===== src/rtl/fill_rect.sv =====
// Rectangle fill engine: draws a clipped rectangle one pixel per cycle in
// column-major order into a VGA-style plot interface, with four colouring modes.
module fill_rect #(
  parameter int SCR_W = 160,
  parameter int SCR_H = 120,
  parameter int X_W   = 8,
  parameter int Y_W   = 7,
  parameter int COL_W = 3
) (
  input  logic             clk,
  input  logic             rst,
  input  logic             start,
  input  logic             abort,
  input  logic [X_W-1:0]   x0,
  input  logic [Y_W-1:0]   y0,
  input  logic [X_W-1:0]   w,
  input  logic [Y_W-1:0]   h,
  input  logic [COL_W-1:0] colour,
  input  logic [1:0]       mode,
  output logic             busy,
  output logic             done,
  output logic [X_W-1:0]   vga_x,
  output logic [Y_W-1:0]   vga_y,
  output logic [COL_W-1:0] vga_colour,
  output logic             vga_plot
);

  typedef enum logic [1:0] {
    IDLE = 2'd0,
    FILL = 2'd1,
    DONE = 2'd2
  } state_t;

  localparam logic [X_W:0] X_LIMIT = (X_W+1)'(SCR_W);
  localparam logic [Y_W:0] Y_LIMIT = (Y_W+1)'(SCR_H);

  state_t           state;
  logic [Y_W-1:0]   y0_q;
  logic [X_W:0]     xe_q;
  logic [Y_W:0]     ye_q;
  logic [COL_W-1:0] col_q;
  logic [1:0]       mode_q;
  logic             plot_q;

  // End coordinates are formed one bit wider than the inputs so that the sum
  // can never wrap before it is clipped to the screen edge.
  logic [X_W:0] x_sum;
  logic [Y_W:0] y_sum;
  logic [X_W:0] xe_clip;
  logic [Y_W:0] ye_clip;
  logic         empty_rect;

  assign x_sum      = {1'b0, x0} + {1'b0, w};
  assign y_sum      = {1'b0, y0} + {1'b0, h};
  assign xe_clip    = (x_sum > X_LIMIT) ? X_LIMIT : x_sum;
  assign ye_clip    = (y_sum > Y_LIMIT) ? Y_LIMIT : y_sum;
  assign empty_rect = (w == '0) || (h == '0) ||
                      ({1'b0, x0} >= X_LIMIT) || ({1'b0, y0} >= Y_LIMIT);

  // Scan position stepping; the last row/column test is done on the
  // incremented value so it compares directly against the exclusive end.
  logic [X_W:0] x_inc;
  logic [Y_W:0] y_inc;
  logic         x_last;
  logic         y_last;

  assign x_inc  = {1'b0, vga_x} + {{X_W{1'b0}}, 1'b1};
  assign y_inc  = {1'b0, vga_y} + {{Y_W{1'b0}}, 1'b1};
  assign x_last = (x_inc == xe_q);
  assign y_last = (y_inc == ye_q);

  // NOTE: every signal written in always_comb gets a default first, so no
  // path through the block leaves it unassigned and no latch is inferred.
  always_comb begin
    vga_colour = col_q;
    case (mode_q)
      2'd0:    vga_colour = col_q;
      2'd1:    vga_colour = COL_W'(vga_x);
      2'd2:    vga_colour = COL_W'(vga_y);
      default: vga_colour = (vga_x[0] ^ vga_y[0]) ? ~col_q : col_q;
    endcase
  end

  // Abort must squash the strobe in the very cycle it is raised.
  assign vga_plot = plot_q & ~abort;

  // NOTE: sequential state uses non-blocking assignments so every register
  // samples the pre-edge values, independent of statement order.
  always_ff @(posedge clk) begin
    if (rst) begin
      state  <= IDLE;
      busy   <= 1'b0;
      done   <= 1'b0;
      plot_q <= 1'b0;
      vga_x  <= '0;
      vga_y  <= '0;
      y0_q   <= '0;
      xe_q   <= '0;
      ye_q   <= '0;
      col_q  <= '0;
      mode_q <= '0;
    end else begin
      case (state)
        IDLE: begin
          busy   <= 1'b0;
          done   <= 1'b0;
          plot_q <= 1'b0;
          if (start) begin
            vga_x  <= x0;
            vga_y  <= y0;
            y0_q   <= y0;
            xe_q   <= xe_clip;
            ye_q   <= ye_clip;
            col_q  <= colour;
            mode_q <= mode;
            if (empty_rect) begin
              state <= DONE;
              done  <= 1'b1;
            end else begin
              state  <= FILL;
              busy   <= 1'b1;
              plot_q <= 1'b1;
            end
          end
        end

        FILL: begin
          if (abort || (x_last && y_last)) begin
            state  <= DONE;
            busy   <= 1'b0;
            done   <= 1'b1;
            plot_q <= 1'b0;
          end else if (y_last) begin
            vga_y <= y0_q;
            vga_x <= x_inc[X_W-1:0];
          end else begin
            vga_y <= y_inc[Y_W-1:0];
          end
        end

        DONE: begin
          busy   <= 1'b0;
          plot_q <= 1'b0;
          // Hold here until the requester drops start, so a held start
          // cannot launch a second fill.
          if (!start) begin
            state <= IDLE;
            done  <= 1'b0;
          end
        end

        default: begin
          state  <= IDLE;
          busy   <= 1'b0;
          done   <= 1'b0;
          plot_q <= 1'b0;
        end
      endcase
    end
  end

endmodule


===== config.mk =====
export PLATFORM = sky130hd
export DESIGN_NAME = fill_rect
export DESIGN_NICKNAME = d
export VERILOG_FILES = /design/src/rtl/fill_rect.sv
export SDC_FILE = /design/constraint.sdc
export NUM_CORES = 1
export LEC_CHECK = 0
export ABC_AREA = 1
export BUFFER_PORTS_ARGS = -buffer_cell sky130_fd_sc_hd__buf_2
export CORE_MARGIN = 3
export CORE_UTILIZATION = 53
export CTS_BUF_LIST = sky130_fd_sc_hd__clkbuf_8
export DETAILED_ROUTE_END_ITERATION = 12
export PLACE_DENSITY = 0.9
export SYNTH_ARGS = -nofsm -noshare
export SYNTH_HDL_FRONTEND = slang
export SYNTH_SLANG_ARGS = --single-unit

===== constraint.sdc =====
create_clock -name clk -period 2.03 [get_ports clk]
set_input_delay 0.203 -clock clk [delete_from_list [all_inputs] [get_ports clk]]
set_output_delay 0.203 -clock clk [all_outputs]
set_load 0.02 [all_outputs]

# After elaboration in Yosys (flattened, before gate mapping)
# Index checks and enable logic that the tools add are counted.
# totals
mem_bits_ro	0
input_bits	39
output_inout_bits	21
latchBits	0
ff_bits	48
ram_bits	0
n_memories	0
# op_classes
n_eq_ne	11
muxes	26
shifts	0
reduce_logical	15
addsub	4
n_mul	0
n_div	0
magnitude_cmp	4
n_bitwise	4
# ops
operator	count
8-bit 2-to-1 mux	4
7-bit 2-to-1 mux	3
8-bit case mux with 2 select lines	1
7-bit case mux with 2 select lines	1
2-bit inequality test (second input constant)	5
8-bit by 1-bit adder with 9-bit output (second input constant)	1
8-bit by 8-bit adder with 9-bit output	1
9-bit == test	1
9-bit by 8-bit > comparator with 1-bit output (second input constant)	1
9-bit 2-to-1 mux	1
3-bit case mux with 3 select lines	1
7-bit by 1-bit adder with 8-bit output (second input constant)	1
7-bit by 7-bit adder with 8-bit output	1
8-bit == test	1
8-bit greater-or-equal comparator (second input constant)	1
8-bit by 7-bit > comparator with 1-bit output (second input constant)	1
8-bit zero test	1
2-bit 2-to-1 mux	4
7-bit greater-or-equal comparator (second input constant)	1
7-bit zero test	1
1-bit 2-to-1 mux	7
2-bit case mux with 3 select lines	1
3-bit AND reduction	2
2-bit by 1-bit == test with 1-bit output (second input constant)	2
14 further kinds	20

# Logic depth before layout (Yosys ltp)
# logic_depth
ltp_word	7
depth_mapped	18
mapped_depth_nobuf	17

# Least setup slack after synthesis
# OpenSTA, ideal clock, no wires.
# synth_path
path_kind	register to register
start	register vga_y[0]
end	register vga_x[1]
path_slack_ns	-0.213
path_stages_with_launch	18
arrival_time_ns	2.131
required_ns	1.917
setup_time_ns	0.113
path_buffers	1
path_cell_list	dfxtp_1 ha_1 nand3_1 nor2_1 nand2_1 nand2_1 nand2_1 nand2_2 nand3_4 nor2_8 nand3_2 nand2_4 nand2_4 nand2_4 buf_6 nand2_2 nand2_1 nor2_1
# synth_between
elab_chain_len	6
elab_cells_between_ends	7
cone_classes	add/sub (1); eq/ne (3); reduce/logical (3)
# synth_lines
element	line_no	text
from (decl)	23	output logic [Y_W-1:0] vga_y,
from (signal assigned)	110	vga_y <= y0;
from (signal assigned)	134	vga_y <= y0_q;
from (signal assigned)	137	vga_y <= y_inc[Y_W-1:0];
7-bit by 1-bit adder with 8-bit output *	68	assign y_inc = {1'b0, vga_y} + {{Y_W{1'b0}}, 1'b1};
8-bit == test *	70	assign y_last = (y_inc == ye_q);
1-bit logical AND	128	if (abort || (x_last && y_last)) begin
1-bit logical OR	128	
2-bit inequality test (no source line)	--	
4-bit AND reduction (no source line) *	--	
to (signal assigned)	135	vga_x <= x_inc[X_W-1:0];
to (decl)	22	output logic [X_W-1:0] vga_x,
# Mark *: on every way between the ends. The rest lies on a longest branch, timed or not.
# A chain may end at the register's enable or synchronous reset.

# Worst setup path in the final report
# layout_path
start	register vga_y[1]
end	register vga_x[1]
# The elaborated chain is that of the path after synthesis.

==> report_table.html <==
<table>
<tr><th>Metric</th><th>Value</th></tr>
<tr><th colspan="2">Timing</th></tr>
<tr><td>Final Worst Setup Slack</td><td>-0.171 ns</td></tr>
<tr><td>Worst Max-Slew Pin Slew</td><td>1.01 ns</td></tr>
<tr><td>Hold violation total from the final report</td><td>0</td></tr>
<tr><td>Share of the clock period used by the worst path</td><td>1.08</td></tr>
<tr><td>TNS Setup</td><td>-1.67 ns</td></tr>
<tr><td>Fmax</td><td>0.454 GHz</td></tr>
<tr><td>Worst slack on hold paths</td><td>0.133 ns</td></tr>
<tr><td>Final Slew Violations</td><td>0</td></tr>
<tr><td>Setup repair after global routing missed its margin</td><td>true</td></tr>
<tr><td>Clock Skew</td><td>0.0156 ns</td></tr>
<tr><td>Time the worst path needs with I/O delays and setup</td><td>2.20 ns</td></tr>
<tr><td>Relative max-transition margin</td><td>0.324</td></tr>
<tr><td>Final setup viols</td><td>18</td></tr>
<tr><th colspan="2">Yosys</th></tr>
<tr><td>Synthesized-area fraction occupied by ao, oa, aoi and oai cells</td><td>0.128</td></tr>
<tr><td>Average instance area after synthesis</td><td>6.26 um^2</td></tr>
<tr><td>Synth unique cells</td><td>36</td></tr>
<tr><td>Library cell with the largest summed area after synthesis</td><td>sky130_fd_sc_hd__dfxtp_1</td></tr>
<tr><td>Register area share after synthesis</td><td>0.273</td></tr>
<tr><td>Syn. warnings</td><td>0</td></tr>
<tr><td>Leading cell types by count after synthesis</td><td>157 x sky130_fd_sc_hd__nand2_1, 70 x sky130_fd_sc_hd__inv_1, 69 x sky130_fd_sc_hd__nor2_1</td></tr>
<tr><td>Post-synthesis net count</td><td>621</td></tr>
<tr><td>Most numerous cell in the Yosys netlist</td><td>sky130_fd_sc_hd__nand2_1</td></tr>
<tr><td>Main area contributors after synthesis</td><td>sky130_fd_sc_hd__dfxtp_1 27%, sky130_fd_sc_hd__nand2_1 17%, sky130_fd_sc_hd__inv_1 7.5%</td></tr>
<tr><td>Area fraction in and, or, nand and nor cells after synthesis</td><td>0.383</td></tr>
<tr><td>Most used flip-flop cell after synthesis</td><td>sky130_fd_sc_hd__dfxtp_1</td></tr>
<tr><td>Number of enable flip-flop cells after synthesis</td><td>0</td></tr>
<tr><td>Dominant combinational cell family by area after synthesis</td><td>simple AND/OR/NAND/NOR gates</td></tr>
<tr><td>Post-synthesis instance total</td><td>563</td></tr>
<tr><td>Cell area after technology mapping</td><td>3520 um^2</td></tr>
<tr><td>Mux share of post-synthesis cell area</td><td>0</td></tr>
<tr><td>Ys async rst share</td><td>0</td></tr>
<tr><td>XOR/XNOR Fraction of Synth Area</td><td>0.0448</td></tr>
<tr><td>Fraction of synthesized cell area taken by the top area cell type</td><td>0.273</td></tr>
<tr><td>Post-Synth Adder-Cell Area</td><td>0.0718</td></tr>
<tr><td>Register bit count reported by yosys</td><td>48</td></tr>
<tr><th colspan="2">Drt</th></tr>
<tr><td>Vias</td><td>4,127</td></tr>
<tr><td>Detailed router's first-iteration violation count</td><td>536</td></tr>
<tr><td>First drt pass iteration count</td><td>8</td></tr>
<tr><td>Post-DRT Antenna Nets</td><td>0</td></tr>
<tr><td>DRC violations left</td><td>0</td></tr>
<tr><td>Post-DR vias/cell</td><td>5.68</td></tr>
<tr><td>Detailed Route WL</td><td>11,200 um</td></tr>
<tr><td>Routed len/inst</td><td>15.4 um</td></tr>
<tr><th colspan="2">Placed design</th></tr>
<tr><td>Cell area after placement</td><td>4050 um^2</td></tr>
<tr><td>Post-placement setup slack</td><td>-0.251 ns</td></tr>
<tr><td>Half-perimeter wire length after placement</td><td>7310 um</td></tr>
<tr><td>Final RePlAce weighted congestion</td><td>0.927</td></tr>
<tr><td>Placed cell count</td><td>708</td></tr>
<tr><td>Port Buffer Count</td><td>59</td></tr>
<tr><th colspan="2">Min path</th></tr>
<tr><td>Hold Path Class</td><td>in2reg</td></tr>
<tr><td>Hold Path Stages</td><td>3</td></tr>
<tr><td>Hold-critical path endpoint</td><td>col_q[1]$_SDFFE_PP0P_</td></tr>
<tr><td>Start point of the worst min-delay path</td><td>colour[1]</td></tr>
<tr><th colspan="2">Worst setup path</th></tr>
<tr><td>Count of buffer and inverter cells on the critical path</td><td>2</td></tr>
<tr><td>Setup crit end kind</td><td>flop</td></tr>
<tr><td>Worst flop-to-flop path startpoint</td><td>vga_y[1]$_SDFFE_PP0P_</td></tr>
<tr><td>Slowest CP cell</td><td>sky130_fd_sc_hd__dfxtp_4</td></tr>
<tr><td>Required time at the endpoint of the critical path</td><td>2.25 ns</td></tr>
<tr><td>Worst-path maximum fanout</td><td>7</td></tr>
<tr><td>Arrival time at the worst endpoint</td><td>2.42 ns</td></tr>
<tr><td>Cell class contributing the biggest share of worst-path delay</td><td>simple AND/OR/NAND/NOR gates</td></tr>
<tr><td>Setup slack of the worst register-to-register path</td><td>-0.17 ns</td></tr>
<tr><td>Delay of the slowest cell on the worst path</td><td>0.37 ns</td></tr>
<tr><td>Capturing point of the worst reg2reg path</td><td>vga_x[1]$_SDFFE_PP0P_</td></tr>
<tr><td>Setup CP Type</td><td>reg2reg</td></tr>
<tr><td>Type of element launching the critical path</td><td>flop</td></tr>
<tr><td>Cell occurring most often along the worst timing path</td><td>sky130_fd_sc_hd__nand2_2</td></tr>
<tr><td>Cell-by-cell listing of the critical path</td><td>ha_4 &gt; inv_1 &gt; nand2_2 &gt; nand2_2 &gt; nand2_1 &gt; nand2_1 &gt; nand3_1 &gt; nor2_2 &gt; nand2_2 &gt; nor2_8 &gt; inv_4 &gt; a21oi_4 &gt; nand2_4 &gt; nor2_1 &gt; nor2_1</td></tr>
<tr><td>Worst Reg2Reg Path Length in Cells</td><td>15</td></tr>
<tr><th colspan="2">Clock tree</th></tr>
<tr><td>Clock latency at the later pin of the worst-skew pair</td><td>0.32 ns</td></tr>
<tr><td>Clk pin slew, worst setup/hold paths</td><td>0.11 ns</td></tr>
<tr><td>Hold Buf Count CTS</td><td>0</td></tr>
<tr><td>Number of sinks handled by clock tree synthesis</td><td>48</td></tr>
<tr><td>CTS tree</td><td>done</td></tr>
<tr><td>Clk root buf</td><td>sky130_fd_sc_hd__clkbuf_8</td></tr>
<tr><td>Total number of H-tree levels</td><td>2</td></tr>
<tr><td>Maximum clock path buffer count</td><td>2</td></tr>
<tr><td>CTS buffer count</td><td>5</td></tr>
<tr><th colspan="2">Die</th></tr>
<tr><td>Total Die Area</td><td>7660 um^2</td></tr>
<tr><td>Count of pins on the block boundary</td><td>60</td></tr>
<tr><td>Floorplan die height</td><td>87.5 um</td></tr>
<tr><td>Placement Rows</td><td>29</td></tr>
<tr><td>Initial Utilization</td><td>0.552</td></tr>
<tr><td>Chip width</td><td>87.5 um</td></tr>
<tr><td>CORE AREA</td><td>6390 um^2</td></tr>
<tr><th colspan="2">Final layout</th></tr>
<tr><td>Number of non-filler instances in the completed layout</td><td>726</td></tr>
<tr><td>Fraction of final layout cells sized beyond drive strength 1</td><td>0.239</td></tr>
<tr><td>Area grow syn2layout</td><td>25.2%</td></tr>
<tr><td>Net count of the finished layout</td><td>706</td></tr>
<tr><td>Count of antenna diodes in the layout</td><td>0</td></tr>
<tr><td>Final design instance area without fill</td><td>4410 um^2</td></tr>
<tr><td>Fill cell total of the finished layout</td><td>485</td></tr>
<tr><th colspan="2">Power and ir drop</th></tr>
<tr><td>Leakage power</td><td>0.00218 uW</td></tr>
<tr><td>Peak supply drop</td><td>438 uV</td></tr>
<tr><td>Power Dens Cells</td><td>759 nW/um^2</td></tr>
<tr><th colspan="2">Status</th></tr>
<tr><td>Failing checks</td><td>setup timing</td></tr>
<tr><td>Result of the run</td><td>finished, violations left</td></tr>
<tr><th colspan="2">Global route</th></tr>
<tr><td>Number of antenna violations at the first check in global routing</td><td>0</td></tr>
<tr><td>First-pass GRT wire length</td><td>17,100 um</td></tr>
<tr><td>Maximum number of pins on one net before global-route repair</td><td>33</td></tr>
<tr><td>Vias in the first global route</td><td>3,804</td></tr>
<tr><td>Total track usage</td><td>0.276</td></tr>
<tr><td>Aggregate global routing overflow</td><td>0</td></tr>
<tr><th colspan="2">Run</th></tr>
<tr><td>Count of maximum capacitance violations</td><td>0</td></tr>
</table>
==> final cells by class <==
class                           count  area (um^2)  area share
Timing Repair Buffer               92          554       0.126
Multi-Input combinational cell    429         2380       0.540
Inverter                           72          277      0.0627
Tap cell                           77         96.3      0.0219
Clock buffer                        6         82.6      0.0187
Clock inverter                      2         38.8     0.00880
Sequential cell                    48          978       0.222
==> power by group <==
part	switching, uW	total [uW]	internal [uW]
Sequential	124	1180	1060
Clock	362	765	404
Combinational	870	1400	528
==> routing by layer <==
layer | routed length, um | track usage | vias to the layer above | share of wire
met3 | 908 | 0.0350 | 53 | 0.081
met1 | 4430 | 0.346 | 1851 | 0.40
met4 | 418 | 0.119 | 0 | 0.037
met2 | 5450 | 0.475 | 242 | 0.49
met5 | 0 | 0 | - | 0
li1 | - | - | 1981 | -
==> timing repair <==
item	CTS	global route
pin swaps	18	31
setup endpoints to repair	14	26
gates cloned	2	0
resized for setup	15	31
setup buffers	7	2
==> registers in the layout (all words and copies together), names as in the netlist <==
signal and flops:
mode_q 2, done 1, col_q 3, vga_y 7, state 2, y0_q 7
xe_q 9, vga_x 8, ye_q 8, plot_q 1
==> worst reg2reg max path, delay by kind of cell, from the launching register on <==
| family | cells | cell delay [ns] |
|---|---|---|
| fa+ha+maj | 1 | 0.18 |
| simple gates | 11 | 1.12 |
| buf+inv | 2 | 0.13 |
| flops | 1 | 0.37 |
| compound gates | 1 | 0.29 |
==> logic make-up after synthesis <==
kind of cell,count (synthesis)
adder cells (fa/ha/maj),19
XOR/XNOR,18
AND/OR/NAND/NOR,306
buffers and inverters,88
flip-flops,48
AO/OA/AOI/OAI,84
==> how the worst max path moves through the flow <==
stage / depth (start not counted) / slack, ns / endpoint / start
2_1_floorplan: 12 / 0.01 / xe_q[5]$_SDFFE_PP0P_ / x0[0]
3_3_place_gp: 14 / -0.13 / xe_q[5]$_SDFFE_PP0P_ / x0[0]
3_5_place_dp: 14 / -0.25 / xe_q[5]$_SDFFE_PP0P_ / x0[0]
4_1_cts: 15 / -0.04 / vga_x[6]$_SDFFE_PP0P_ / vga_y[1]$_SDFFE_PP0P_
5_1_grt: 16 / -0.25 / vga_y[0]$_SDFFE_PP0P_ / vga_x[1]$_SDFFE_PP0P_
6_report: 15 / -0.17 / vga_x[1]$_SDFFE_PP0P_ / vga_y[1]$_SDFFE_PP0P_
==> stage by stage <==
| step | util | total power (uW) |
|---|---|---|
| 6_report | 0.690 | 3350 |
| 3_5_place_dp | 0.634 | 2370 |
| 2_1_floorplan | - | 2020 |
| 4_1_cts | 0.676 | 3200 |
| 5_1_grt | 0.690 | 3520 |
| 3_3_place_gp | 0.634 | 2320 |
==> cell usage in the layout (no fill, tap or decap), types with 2 or more instances in the layout <==
cell type	netlist	layout
sky130_fd_sc_hd__nand3_1	41	40
sky130_fd_sc_hd__a31oi_1	2	2
sky130_fd_sc_hd__clkbuf_8	0	6
sky130_fd_sc_hd__inv_1	70	67
sky130_fd_sc_hd__dfxtp_4	0	4
sky130_fd_sc_hd__nor3_1	5	5
sky130_fd_sc_hd__dfxtp_1	48	42
sky130_fd_sc_hd__nand2_2	5	17
sky130_fd_sc_hd__nand2_1	157	143
sky130_fd_sc_hd__nand2_8	0	4
sky130_fd_sc_hd__fa_1	2	2
sky130_fd_sc_hd__xor2_1	10	10
sky130_fd_sc_hd__nor4_1	3	3
sky130_fd_sc_hd__nand3_4	1	2
sky130_fd_sc_hd__nor2_4	1	2
sky130_fd_sc_hd__nand2_4	4	4
sky130_fd_sc_hd__inv_2	1	3
sky130_fd_sc_hd__xnor2_1	8	7
sky130_fd_sc_hd__o21ai_1	0	4
sky130_fd_sc_hd__buf_2	3	59
sky130_fd_sc_hd__buf_6	2	3
sky130_fd_sc_hd__dfxtp_2	0	2
sky130_fd_sc_hd__o22ai_1	2	2
sky130_fd_sc_hd__nor2_2	0	5
sky130_fd_sc_hd__buf_4	0	30
sky130_fd_sc_hd__a21oi_1	39	39
sky130_fd_sc_hd__ha_4	0	2
sky130_fd_sc_hd__nand4_1	11	11
sky130_fd_sc_hd__nor2_1	69	63
sky130_fd_sc_hd__nand3b_1	3	3
sky130_fd_sc_hd__or2_2	3	3
sky130_fd_sc_hd__ha_1	17	15
sky130_fd_sc_hd__o21ai_0	35	30
(Power assumes the default switching activity.)
